--- src/rtl/sliced_adder_nbit_pkg.sv ---
// Shared types and elaboration helpers for the sliced multi-cycle adder.
package sliced_adder_pkg;

    typedef enum logic [1:0] {
        IDLE = 2'd0,
        RUN  = 2'd1,
        DONE = 2'd2
    } state_e;

    // Slice counter needs at least one bit even when a single slice covers the word.
    function automatic int unsigned cnt_width(input int unsigned num_slices);
        return (num_slices <= 1) ? 1 : $clog2(num_slices);
    endfunction

endpackage

--- src/rtl/sliced_adder_nbit_slice.sv ---
// Combinational SLICE-bit ripple-carry adder, reused every cycle by the sliced adder.
module adder_slice #(
    parameter int unsigned SLICE = 4
) (
    input  logic [SLICE-1:0] a,
    input  logic [SLICE-1:0] b,
    input  logic             cin,
    output logic [SLICE-1:0] sum,
    output logic             cout
);

    always_comb begin
        logic c;
        c   = cin;
        sum = '0;
        for (int unsigned i = 0; i < SLICE; i++) begin
            sum[i] = a[i] ^ b[i] ^ c;
            c      = (a[i] & b[i]) | (a[i] & c) | (b[i] & c);
        end
        cout = c;
    end

endmodule

--- src/rtl/sliced_adder_nbit.sv ---
// WIDTH-bit adder built from one SLICE-bit slice iterated over WIDTH/SLICE cycles,
// with start/busy/done handshake and unsigned or signed overflow reporting.
module sliced_adder_nbit
    import sliced_adder_pkg::*;
#(
    parameter int unsigned WIDTH = 16,
    parameter int unsigned SLICE = 4
) (
    input  logic             clk,
    input  logic             rst,
    input  logic             start,
    input  logic [WIDTH-1:0] a,
    input  logic [WIDTH-1:0] b,
    input  logic             carry_in,
    input  logic             signed_mode,
    output logic             busy,
    output logic             done,
    output logic [WIDTH-1:0] sum,
    output logic             overflow
);

    localparam int unsigned NUM_SLICES = WIDTH / SLICE;
    localparam int unsigned CW         = cnt_width(NUM_SLICES);
    localparam logic [CW-1:0] LAST     = CW'(NUM_SLICES - 1);

    if ((WIDTH % SLICE) != 0) begin : g_bad_slice
        $error("sliced_adder_nbit: WIDTH must be a multiple of SLICE");
    end

    state_e           state_q, state_d;
    logic [WIDTH-1:0] a_q, a_d;
    logic [WIDTH-1:0] b_q, b_d;
    logic [WIDTH-1:0] res_q, res_d;
    logic [WIDTH-1:0] sum_q, sum_d;
    logic             carry_q, carry_d;
    logic             smode_q, smode_d;
    logic             ovf_q, ovf_d;
    logic [CW-1:0]    cnt_q, cnt_d;

    logic [SLICE-1:0] sl_a, sl_b, sl_sum;
    logic             sl_cout;
    logic [WIDTH-1:0] res_next;
    logic             ovf_next;

    always_comb begin
        sl_a = '0;
        sl_b = '0;
        for (int unsigned i = 0; i < NUM_SLICES; i++) begin
            if (cnt_q == CW'(i)) begin
                sl_a = a_q[i*SLICE +: SLICE];
                sl_b = b_q[i*SLICE +: SLICE];
            end
        end
    end

    adder_slice #(.SLICE(SLICE)) u_slice (
        .a    (sl_a),
        .b    (sl_b),
        .cin  (carry_q),
        .sum  (sl_sum),
        .cout (sl_cout)
    );

    // Merge the slice being produced this cycle so the final edge can load sum directly.
    always_comb begin
        res_next = res_q;
        for (int unsigned i = 0; i < NUM_SLICES; i++) begin
            if (cnt_q == CW'(i)) begin
                res_next[i*SLICE +: SLICE] = sl_sum;
            end
        end
        if (smode_q) begin
            ovf_next = (a_q[WIDTH-1] == b_q[WIDTH-1]) && (res_next[WIDTH-1] != a_q[WIDTH-1]);
        end else begin
            ovf_next = sl_cout;
        end
    end

    always_comb begin
        state_d = state_q;
        a_d     = a_q;
        b_d     = b_q;
        res_d   = res_q;
        sum_d   = sum_q;
        carry_d = carry_q;
        smode_d = smode_q;
        ovf_d   = ovf_q;
        cnt_d   = cnt_q;
        case (state_q)
            IDLE, DONE: begin
                if (start) begin
                    a_d     = a;
                    b_d     = b;
                    carry_d = carry_in;
                    smode_d = signed_mode;
                    res_d   = '0;
                    cnt_d   = '0;
                    state_d = RUN;
                end else begin
                    state_d = IDLE;
                end
            end
            RUN: begin
                res_d   = res_next;
                carry_d = sl_cout;
                if (cnt_q == LAST) begin
                    sum_d   = res_next;
                    ovf_d   = ovf_next;
                    state_d = DONE;
                end else begin
                    cnt_d = cnt_q + CW'(1);
                end
            end
            default: state_d = IDLE;
        endcase
    end

    always_ff @(posedge clk or posedge rst) begin
        if (rst) begin
            state_q <= IDLE;
            a_q     <= '0;
            b_q     <= '0;
            res_q   <= '0;
            sum_q   <= '0;
            carry_q <= 1'b0;
            smode_q <= 1'b0;
            ovf_q   <= 1'b0;
            cnt_q   <= '0;
        end else begin
            state_q <= state_d;
            a_q     <= a_d;
            b_q     <= b_d;
            res_q   <= res_d;
            sum_q   <= sum_d;
            carry_q <= carry_d;
            smode_q <= smode_d;
            ovf_q   <= ovf_d;
            cnt_q   <= cnt_d;
        end
    end

    assign busy     = (state_q == RUN);
    assign done     = (state_q == DONE);
    assign sum      = sum_q;
    assign overflow = ovf_q;

endmodule

--- config.mk ---
export PLATFORM = sky130hd
export DESIGN_NAME = sliced_adder_nbit
export DESIGN_NICKNAME = d
export VERILOG_FILES = /design/src/rtl/sliced_adder_nbit_pkg.sv /design/src/rtl/sliced_adder_nbit_slice.sv /design/src/rtl/sliced_adder_nbit.sv
export SDC_FILE = /design/constraint.sdc
export NUM_CORES = 1
export LEC_CHECK = 0
export BUFFER_PORTS_ARGS = -buffer_cell sky130_fd_sc_hd__buf_2
export CORE_MARGIN = 2
export CORE_UTILIZATION = 40
export DETAILED_ROUTE_END_ITERATION = 8
export GPL_TIMING_DRIVEN = 0
export PLACE_DENSITY = 0.61
export SYNTH_ARGS = -nofsm -noshare
export SYNTH_HDL_FRONTEND = slang
export SYNTH_SLANG_ARGS = --single-unit
export TNS_END_PERCENT = 5
--- constraint.sdc ---
create_clock -name clk -period 9.7 [get_ports clk]
set_input_delay 0.485 -clock clk [delete_from_list [all_inputs] [get_ports clk]]
set_output_delay 0.485 -clock clk [all_outputs]
set_load 0.02 [all_outputs]
; Word-level counts from Yosys, hierarchy flattened
; Cells that the tools add are included.
[word_totals]
reg_bits = 71
input_bits = 37
output_inout_bits = 19
word_cells = 80
[op_classes]
add_sub_neg = 1
eq_ne = 10
n_mux = 23
n_bitwise = 28
n_reduce_logical = 9
[op_table]
columns = op, n
row1 = 2-to-1 mux 4 bit, 12
row2 = case mux 16 bit (2 select lines), 1
row3 = 2-to-1 mux 16 bit, 1
row4 = bitwise AND 1 bit, 12
row5 = OR 1 bit, 8
row6 = case mux 2 bit (2 select lines), 2
row7 = bitwise XOR 1 bit, 8
row8 = "== test 2 bit, second input constant", 3
row9 = 2-to-1 mux 2 bit, 3
row10 = AND reduction 2 bit, 3
row11 = "== test 2 x 1 -> 1 bit, second input constant", 2
row12 = logical NOT 2 bit, 2
row13 = "inequality test 2 bit, second input constant", 2
row14 = 2-to-1 mux 1 bit, 3
row15 = AND reduction 3 bit, 1
row16 = "adder 2 x 1 -> 2 bit, second input constant", 1
row17 = "inequality test 2 x 1 -> 1 bit, second input constant", 1
row18 = case mux 1 bit (2 select lines), 1
row19 = nonzero test 2 bit, 1
row20 = OR reduction 2 bit, 1
row21 = == test 1 bit, 1
row22 = logical AND 1 bit, 1
row23 = inequality test 1 bit, 1

; Logic depth before layout (Yosys ltp)
; Gate-level depths: netlist of the first run.
[logic_depth]
word_depth = 19
mapped_depth = 16
depth_no_buf = 13

; Cells and area by module
; A second synthesis of the first run with hierarchy kept.
[unflattened]
hier_cells = 338
area_unflattened_um2 = 3289.4
[by_module_without_submodules]
columns = mod, instances, cells_each, area_each_um2, seq_area_each_um2
row1 = sliced_adder_nbit, 1, 324, 3171.8, 1701.6
row2 = adder_slice, 1, 14, 117.6, 0.0

; Least setup slack after synthesis of the first run
; OpenSTA, ideal clock, no wires.
[synth_timing]
path_kind = reg-to-reg
start = register cnt_q[0]
end = register ovf_q (netlist: overflow)
setup_ps = 128
arrival_time_ps = 3393
t_required_ps = 9572
slack_ps = 6179
path_stages_with_launch = 17
path_buffers = 3
synth_period_minus_slack_ps = 3521
path_cell_list = dfrtp_1 -> inv_1 -> ha_1 -> buf_4 -> clkbuf_1 -> a21oi_1 -> o21ai_0 -> a22oi_1 -> fa_1 -> inv_1 -> fa_1 -> fa_1 -> fa_1 -> clkbuf_1 -> mux2i_1 -> mux2i_1 -> o21ai_0
[synth_via]
elab_chain_cells = 19
elab_cells_between_ends = 39
cone_classes = eq/ne (4) / mux (10) / bitwise (22) / reduce/logical (3)
[synth_lines]
columns = element, line
row1 = start: declaration, sliced_adder_nbit.sv:38  ; logic [CW-1:0] cnt_q, cnt_d;
row2 = start signal: assignment, sliced_adder_nbit.sv:138  ; cnt_q <= cnt_d;
row3 = logical NOT 2 bit, sliced_adder_nbit.sv:49  ; if (cnt_q == CW'(i)) begin
row4 = 2-to-1 mux 4 bit (4 in a row), sliced_adder_nbit.sv:49
row5 = bitwise AND 1 bit, sliced_adder_nbit_slice.sv:18  ; c = (a[i] & b[i]) | (a[i] & c) | (b[i] & c);
row6 = OR 1 bit (2 in a row), sliced_adder_nbit_slice.sv:18
row7 = bitwise AND 1 bit, sliced_adder_nbit_slice.sv:18
row8 = OR 1 bit (2 in a row), sliced_adder_nbit_slice.sv:18
row9 = bitwise AND 1 bit, sliced_adder_nbit_slice.sv:18
row10 = OR 1 bit (2 in a row), sliced_adder_nbit_slice.sv:18
row11 = bitwise XOR 1 bit, sliced_adder_nbit_slice.sv:17  ; sum[i] = a[i] ^ b[i] ^ c;
row12 = 2-to-1 mux 4 bit, sliced_adder_nbit.sv:68  ; if (cnt_q == CW'(i)) begin
row13 = inequality test 1 bit, sliced_adder_nbit.sv:73  ; ovf_next = (a_q[WIDTH-1] == b_q[WIDTH-1]) && (res_next[WIDTH-1] != a_q[WIDTH-1]);
row14 = logical AND 1 bit, sliced_adder_nbit.sv:73
row15 = 2-to-1 mux 1 bit, sliced_adder_nbit.sv:72  ; if (smode_q) begin
row16 = end signal: assignment, sliced_adder_nbit.sv:137  ; ovf_q <= ovf_d;
row17 = end: declaration, sliced_adder_nbit.sv:37  ; logic ovf_q, ovf_d;
; Several ways; a longest one is shown, not always the timed one.
; A chain may end at the register's enable or synchronous reset.

; Final worst setup path of the first run
; Ends and elaborated chain as after synthesis.

==> qor.csv, run 1 <==
stage,metric,value,unit
layout,area_growth_syn_to_layout,19.10,%
detailed_routing,drt-initial-drc-count,78,
floorplanning,die_w,93.23,um
floorplanning,initial_utilization,41.21,%
timing,fin_skew,0.004458,ns
outcome,status,completed,
cts,cts_buffers,9,
detailed_routing,avgRoutedWirePerCell,13.92,um
cts,cts-resized-gates,0,
placed_design,dp_hpwl,5.028,mm
placed_design,port_buffers,55,
timing,setup_viol,0,
synthesis,synth_area,3184,sq um
floorplanning,num_rows,32,
synthesis,ys_seq_area_share,53.44,%
worst_setup_path,crit_cells,16,
synthesis,synth_area_leaders,"dfrtp_1, nand2_1, o21ai_0",
timing,hold_violations,0,
cts,cts_max_path_buffers,2,
timing,rsz0062_at_grt,false,
detailed_routing,firstDrtPassIters,4,
floorplanning,io_pins,56,
worst_setup_path,worstPathRequired,9.93,ns
timing,finalMaxSlewViolations,0,
worst_setup_path,critical_path_class,reg2reg,
power_and_ir_drop,ir_drop,0.1826,mV
layout,final_area,3792,sq um
layout,layout-drive-gt1-share,22.85,%
cts,path_clk_slew,0.07,ns
synthesis,synth_top_area_share,53.44,%
synthesis,yosys_warnings,0,
layout,antenna_cells,0,
detailed_routing,via_count,2508,
placed_design,pre_cts_ws,5.715,ns
worst_setup_path,critPathBufInv,5,
timing,fin_crit_sh,41.46,%
cts,cts_tree,built,
timing,fin_crit,4.022,ns
cts,clock-root-buffer,clkbuf_8,
cts,clk_latency,0.34,ns
synthesis,syn-num-nets,381,
detailed_routing,final_antenna_net_count,0,
synthesis,synth_top_family_by_area,simple AND/OR/NAND/NOR gates,
worst_setup_path,rr_endpoint,overflow,
power_and_ir_drop,p_leak,1.932,nW
synthesis,netlist_instances,336,
synthesis,synth_compound_area_share,14.54,%
cts,cts_setup_buffers,0,
timing,tightest_slew,0.8389,ns
timing,whs,0.3008,ns
global_route,grt-ovfl-total,0,
worst_hold_path,hold_path.class,in2async,
layout,final_common_cell,nand2_1,
cts,cts_max_level,3,
synthesis,ys_ff_latch,68,
detailed_routing,wl,7.084,mm
layout,fillers,782,
cts,hold_buffers,0,
timing,slew_headroom,44.07,%
worst_setup_path,cp_top_family,adder cells,
synthesis,synth_top_area_cell,dfrtp_1,
placed_design,place_area,3590,sq um
worst_setup_path,r2r-start,cnt_q[0],
worst_setup_path,critical_path_arrival,4.25,ns
global_route,grt_pass1_vias,2526,
synthesis,synth_simple_gate_area_share,16.03,%
floorplanning,die_y,93.23,um
synthesis,synthAdderAreaFrac,4.086,%
cts,clock_sink_count,68,
global_route,grt_usage,18.23,%
worst_setup_path,reg2reg_slack,5.68,ns
worst_setup_path,worstSetupStartpoint,cnt_q[0],
layout,final_cell_mix,"nand2_1, dfrtp_1, buf_2",
global_route,antenna_found_initial,0,
detailed_routing,avgViaCountPerCell,4.927,
timing,fmax,0.2486,GHz
worst_setup_path,slowest_delay,0.49,ns
synthesis,synthXorXnorAreaFrac,0,%
global_route,grt_pass1_wl,12.20,mm
worst_setup_path,cp_cell_sequence,inv_1 > ha_1 > buf_4 > clkbuf_1 > a21oi_1 > o21ai_0 > a22oi_1 > fa_1 > inv_1 > fa_1 > fa_1 > fa_1 > clkbuf_1 > mux2i_1 > mux2i_1 > o21ai_0,
worst_setup_path,slowest_stage,fa_1,
run,max_cap_viol_count,0,
timing,setup_ws,5.678,ns
detailed_routing,drc,0,
global_route,grt_max_degree,69,
floorplanning,core_area,7727,sq um
worst_setup_path,crit_end,overflow,
floorplanning,fp.dieArea,8691,sq um
synthesis,synthMuxAreaShare,5.933,%
layout,finalNetCount,447,
worst_setup_path,r2r_cells,16,
power_and_ir_drop,pwr_density_cell,398.0,nW/um^2
placed_design,gp_congestion,0.8314,
timing,tns,0,ns
worst_setup_path,cp-start-kind,flip-flop,
worst_setup_path,path_max_fanout,10,
worst_setup_path,crit_path_end_kind,flip-flop,
synthesis,syn_avg_cell_area,9.477,sq um
worst_setup_path,crit_top_cell,fa_1,
synthesis,ys_types,27,
[routing by layer]
layer	up-vias	GRT usage [%]	routed length (um)	share of wire, %
met3	12	3.384	314	4.4
li1	1247	-	-	-
met2	65	29.02	3318	47
met4	0	7.843	124	1.8
met1	1184	24.42	3327	47
met5	-	0	0	0
[layout make-up]
cell class,count,area [sq um],share of cell area (%)
tap,102,127.6,3.365
clock buffer,12,155.1,4.091
timing repair buffer,55,275.3,7.258
inverter,15,58.81,1.551
clock inverter,4,47.55,1.254
multi-input combinational,228,1292,34.08
sequential,68,1702,44.87
buffer,25,133.9,3.530
[Yosys cell counts, drive strengths merged]
cell type,instances
o31ai,1
a32o,9
a22oi,2
nor2,3
a22o,10
ha,4
nand2,119
clkbuf,8
a21oi,16
nand3b,1
dfrtp,68
mux2i,16
o22ai,1
and2,1
nand2b,2
buf,17
nor3b,1
o21ai,34
nor2b,3
a31oi,1
fa,4
inv,15
[sequential cells by signal, indices dropped and copies added (netlist names)]
name,cells
state_q,2
sum,16
a_q,16
b_q,16
cnt_q,2
smode_q,1
overflow,1
res_q,13
carry_q,1
[per-stage QoR]
stage                     std cells  power (W)  util (%)
after global placement          493   0.001268     46.42
after detailed placement        493   0.001281     46.45
after CTS                       509   0.001524     49.08
after global routing            509   0.001647     49.08
final                           509   0.001509     49.08
after floorplan                 336   0.001049         -
[logic make-up (layout without fill, tap and decap cells)]
family          Yosys count  count (layout)
fa+ha+maj                 8               8
flops                    68              68
buf+inv                  40             111
simple gates            130             130
mux                      16              16
compound gates           74              74
[worst min-delay path by stage]
stage                        from  endpoint  slack [ns]  cells past startpoint
after floorplan            b_q[0]    b_q[0]        0.45                      2
after global placement     sum[8]    sum[8]        0.46                      2
after detailed placement  sum[14]   sum[14]        0.46                      2
after CTS                   a[15]   a_q[15]        0.32                      3
after global routing        a[15]   a_q[15]        0.32                      3
final                         rst   sum[11]        0.30                      2
[power breakdown]
part	internal, W	leakage [nW]	switching (W)
sequential	0.000411	0.858	0.0000657
combinational	0.000297	0.972	0.000497
clock	0.000132	0.102	0.000107
Note: power is estimated with default switching activity, not from simulation.
==> inputs of run 2 (changes only) <==
==> constraint.sdc (replaced) <==
create_clock -name clk -period 4.1 [get_ports clk]
set_input_delay 0.205 -clock clk [delete_from_list [all_inputs] [get_ports clk]]
set_output_delay 0.205 -clock clk [all_outputs]
set_load 0.02 [all_outputs]
==> qor.csv, run 2 (synthesis gave the netlist of run 1 again) <==
stage,metric,value,unit
power_and_ir_drop,p_leak,1.929,nW
layout,antenna_cells,0,
detailed_routing,final_antenna_net_count,0,
cts,cts_buffers,9,
floorplanning,die_y,93.23,um
power_and_ir_drop,p_comb_share,52.8,%
power_and_ir_drop,total_power,0.003587,W
worst_setup_path,path_max_fanout,10,
cts,clock_sink_count,68,
timing,setup_viol,0,
worst_setup_path,cp-start-kind,flip-flop,
placed_design,port_buffers,55,
detailed_routing,avgViaCountPerCell,4.923,
worst_setup_path,worstPathRequired,4.33,ns
cts,clock-root-buffer,clkbuf_8,
placed_design,dp_hpwl,5.028,mm
layout,final_cell_mix,"nand2_1, dfrtp_1, buf_2",
global_route,grt_max_degree,69,
floorplanning,io_pins,56,
global_route,grt-ovfl-total,0,
timing,setup_ws,0.3396,ns
floorplanning,core_area,7727,sq um
worst_setup_path,slowest_delay,0.67,ns
layout,finalNetCount,446,
worst_setup_path,critical_path_arrival,3.99,ns
worst_setup_path,slowest_stage,fa_2,
cts,cts-resized-gates,0,
worst_setup_path,crit_path_end_kind,flip-flop,
timing,fin_skew,0.005560,ns
detailed_routing,wl,7.026,mm
timing,hold_violations,0,
run,max_cap_viol_count,0,
layout,final_common_cell,nand2_1,
power_and_ir_drop,power_frac_seq,31.4,%
global_route,grt_pass1_wl,12.20,mm
detailed_routing,drc,0,
floorplanning,initial_utilization,41.21,%
cts,hold_buffers,0,
floorplanning,num_rows,32,
cts,cts_max_level,3,
placed_design,pre_cts_ws,0.1155,ns
cts,cts_setup_buffers,0,
timing,fmax,0.2659,GHz
detailed_routing,firstDrtPassIters,4,
worst_hold_path,hold_path.class,in2async,
detailed_routing,via_count,2501,
timing,fin_crit,3.760,ns
timing,tightest_slew,0.8343,ns
layout,layout-drive-gt1-share,23.15,%
worst_setup_path,crit_top_cell,fa_1,
floorplanning,die_w,93.23,um
timing,fin_crit_sh,91.72,%
detailed_routing,drt-initial-drc-count,62,
global_route,grt_usage,18.23,%
worst_setup_path,critical_path_class,reg2reg,
timing,rsz0062_at_grt,false,
global_route,antenna_found_initial,0,
power_and_ir_drop,pwr_density_cell,946.2,nW/um^2
power_and_ir_drop,p_sw_share,43.87,%
timing,finalMaxSlewViolations,0,
cts,cts_tree,built,
floorplanning,fp.dieArea,8691,sq um
timing,slew_headroom,44.38,%
timing,tns,0,ns
placed_design,gp_congestion,0.8314,
global_route,grt_pass1_vias,2526,
power_and_ir_drop,clock_power_share,15.8,%
cts,cts_max_path_buffers,2,
outcome,status,completed,
power_and_ir_drop,power.switching,0.001574,W
power_and_ir_drop,ir_drop,0.4589,mV
power_and_ir_drop,p_int,0.002014,W
detailed_routing,avgRoutedWirePerCell,13.83,um
layout,area_growth_syn_to_layout,19.06,%
cts,path_clk_slew,0.07,ns
worst_setup_path,cp_cell_sequence,inv_1 > ha_1 > buf_4 > clkbuf_1 > a21oi_1 > o21ai_0 > a22oi_1 > fa_1 > inv_1 > fa_1 > fa_1 > fa_2 > mux2i_1 > mux2i_1 > o21ai_0,
cts,clk_latency,0.35,ns
[run 2: final timing paths]
check,start,endpoint,slack [ns],depth (start not counted)
max,cnt_q[0],overflow,0.34,15
min,rst,sum[11],0.02,2
max reg2reg,cnt_q[0],overflow,0.34,15
min reg2reg,sum[9],sum[9],0.47,2
max in group asynchronous,rst,b_q[0],3.53,2
min in group clk,b[6],b_q[6],0.04,3
[run 2: worst max-delay path: cells and delay by family, from the launching register on]
| kind | cells | cell delay (ns) |
|---|---|---|
| adder cells (fa/ha/maj) | 5 | 1.83 |
| AO/OA/AOI/OAI | 4 | 0.59 |
| buffers and inverters | 4 | 0.54 |
| flip-flops | 1 | 0.41 |
| multiplexers | 2 | 0.27 |
[run 2: layer usage]
| layer | wire length, um | track usage, % |
|---|---|---|
| met5 | 0 | 0 |
| met2 | 3276 | 29.02 |
| met4 | 163 | 7.843 |
| met3 | 303 | 3.384 |
| met1 | 3282 | 24.42 |
[run 2: through the flow]
stage / hold WS [ns] / std cells / util [%] / cell area [sq um]
floorplan: 0.3104 / 336 / - / 3184
global placement: 0.3947 / 493 / 46.42 / 3587
detailed placement: 0.3970 / 493 / 46.45 / 3590
CTS: 0.03575 / 509 / 49.08 / 3792
global route: 0.04004 / 508 / 49.06 / 3791
finish: 0.01632 / 508 / 49.06 / 3791
[run 2: power by group through the flow]
stage	Clock [W]	Combinational (W)	Sequential (W)
final	0.000566	0.00190	0.00113
after CTS	0.000575	0.00190	0.00113
after global routing	0.000607	0.00214	0.00116
after floorplan	0	0.00130	0.00119
after detailed placement	0	0.00189	0.00114
after global placement	0	0.00187	0.00113
[run 2: cell type report]
type / count / area [sq um]
Buffer: 24 / 130.1
Tap cell: 102 / 127.6
Inverter: 15 / 58.81
Timing Repair Buffer: 55 / 275.3
Multi-Input combinational cell: 228 / 1295
Fill cell: 780 / 3936
Clock inverter: 4 / 47.55
Sequential cell: 68 / 1702
Clock buffer: 12 / 155.1
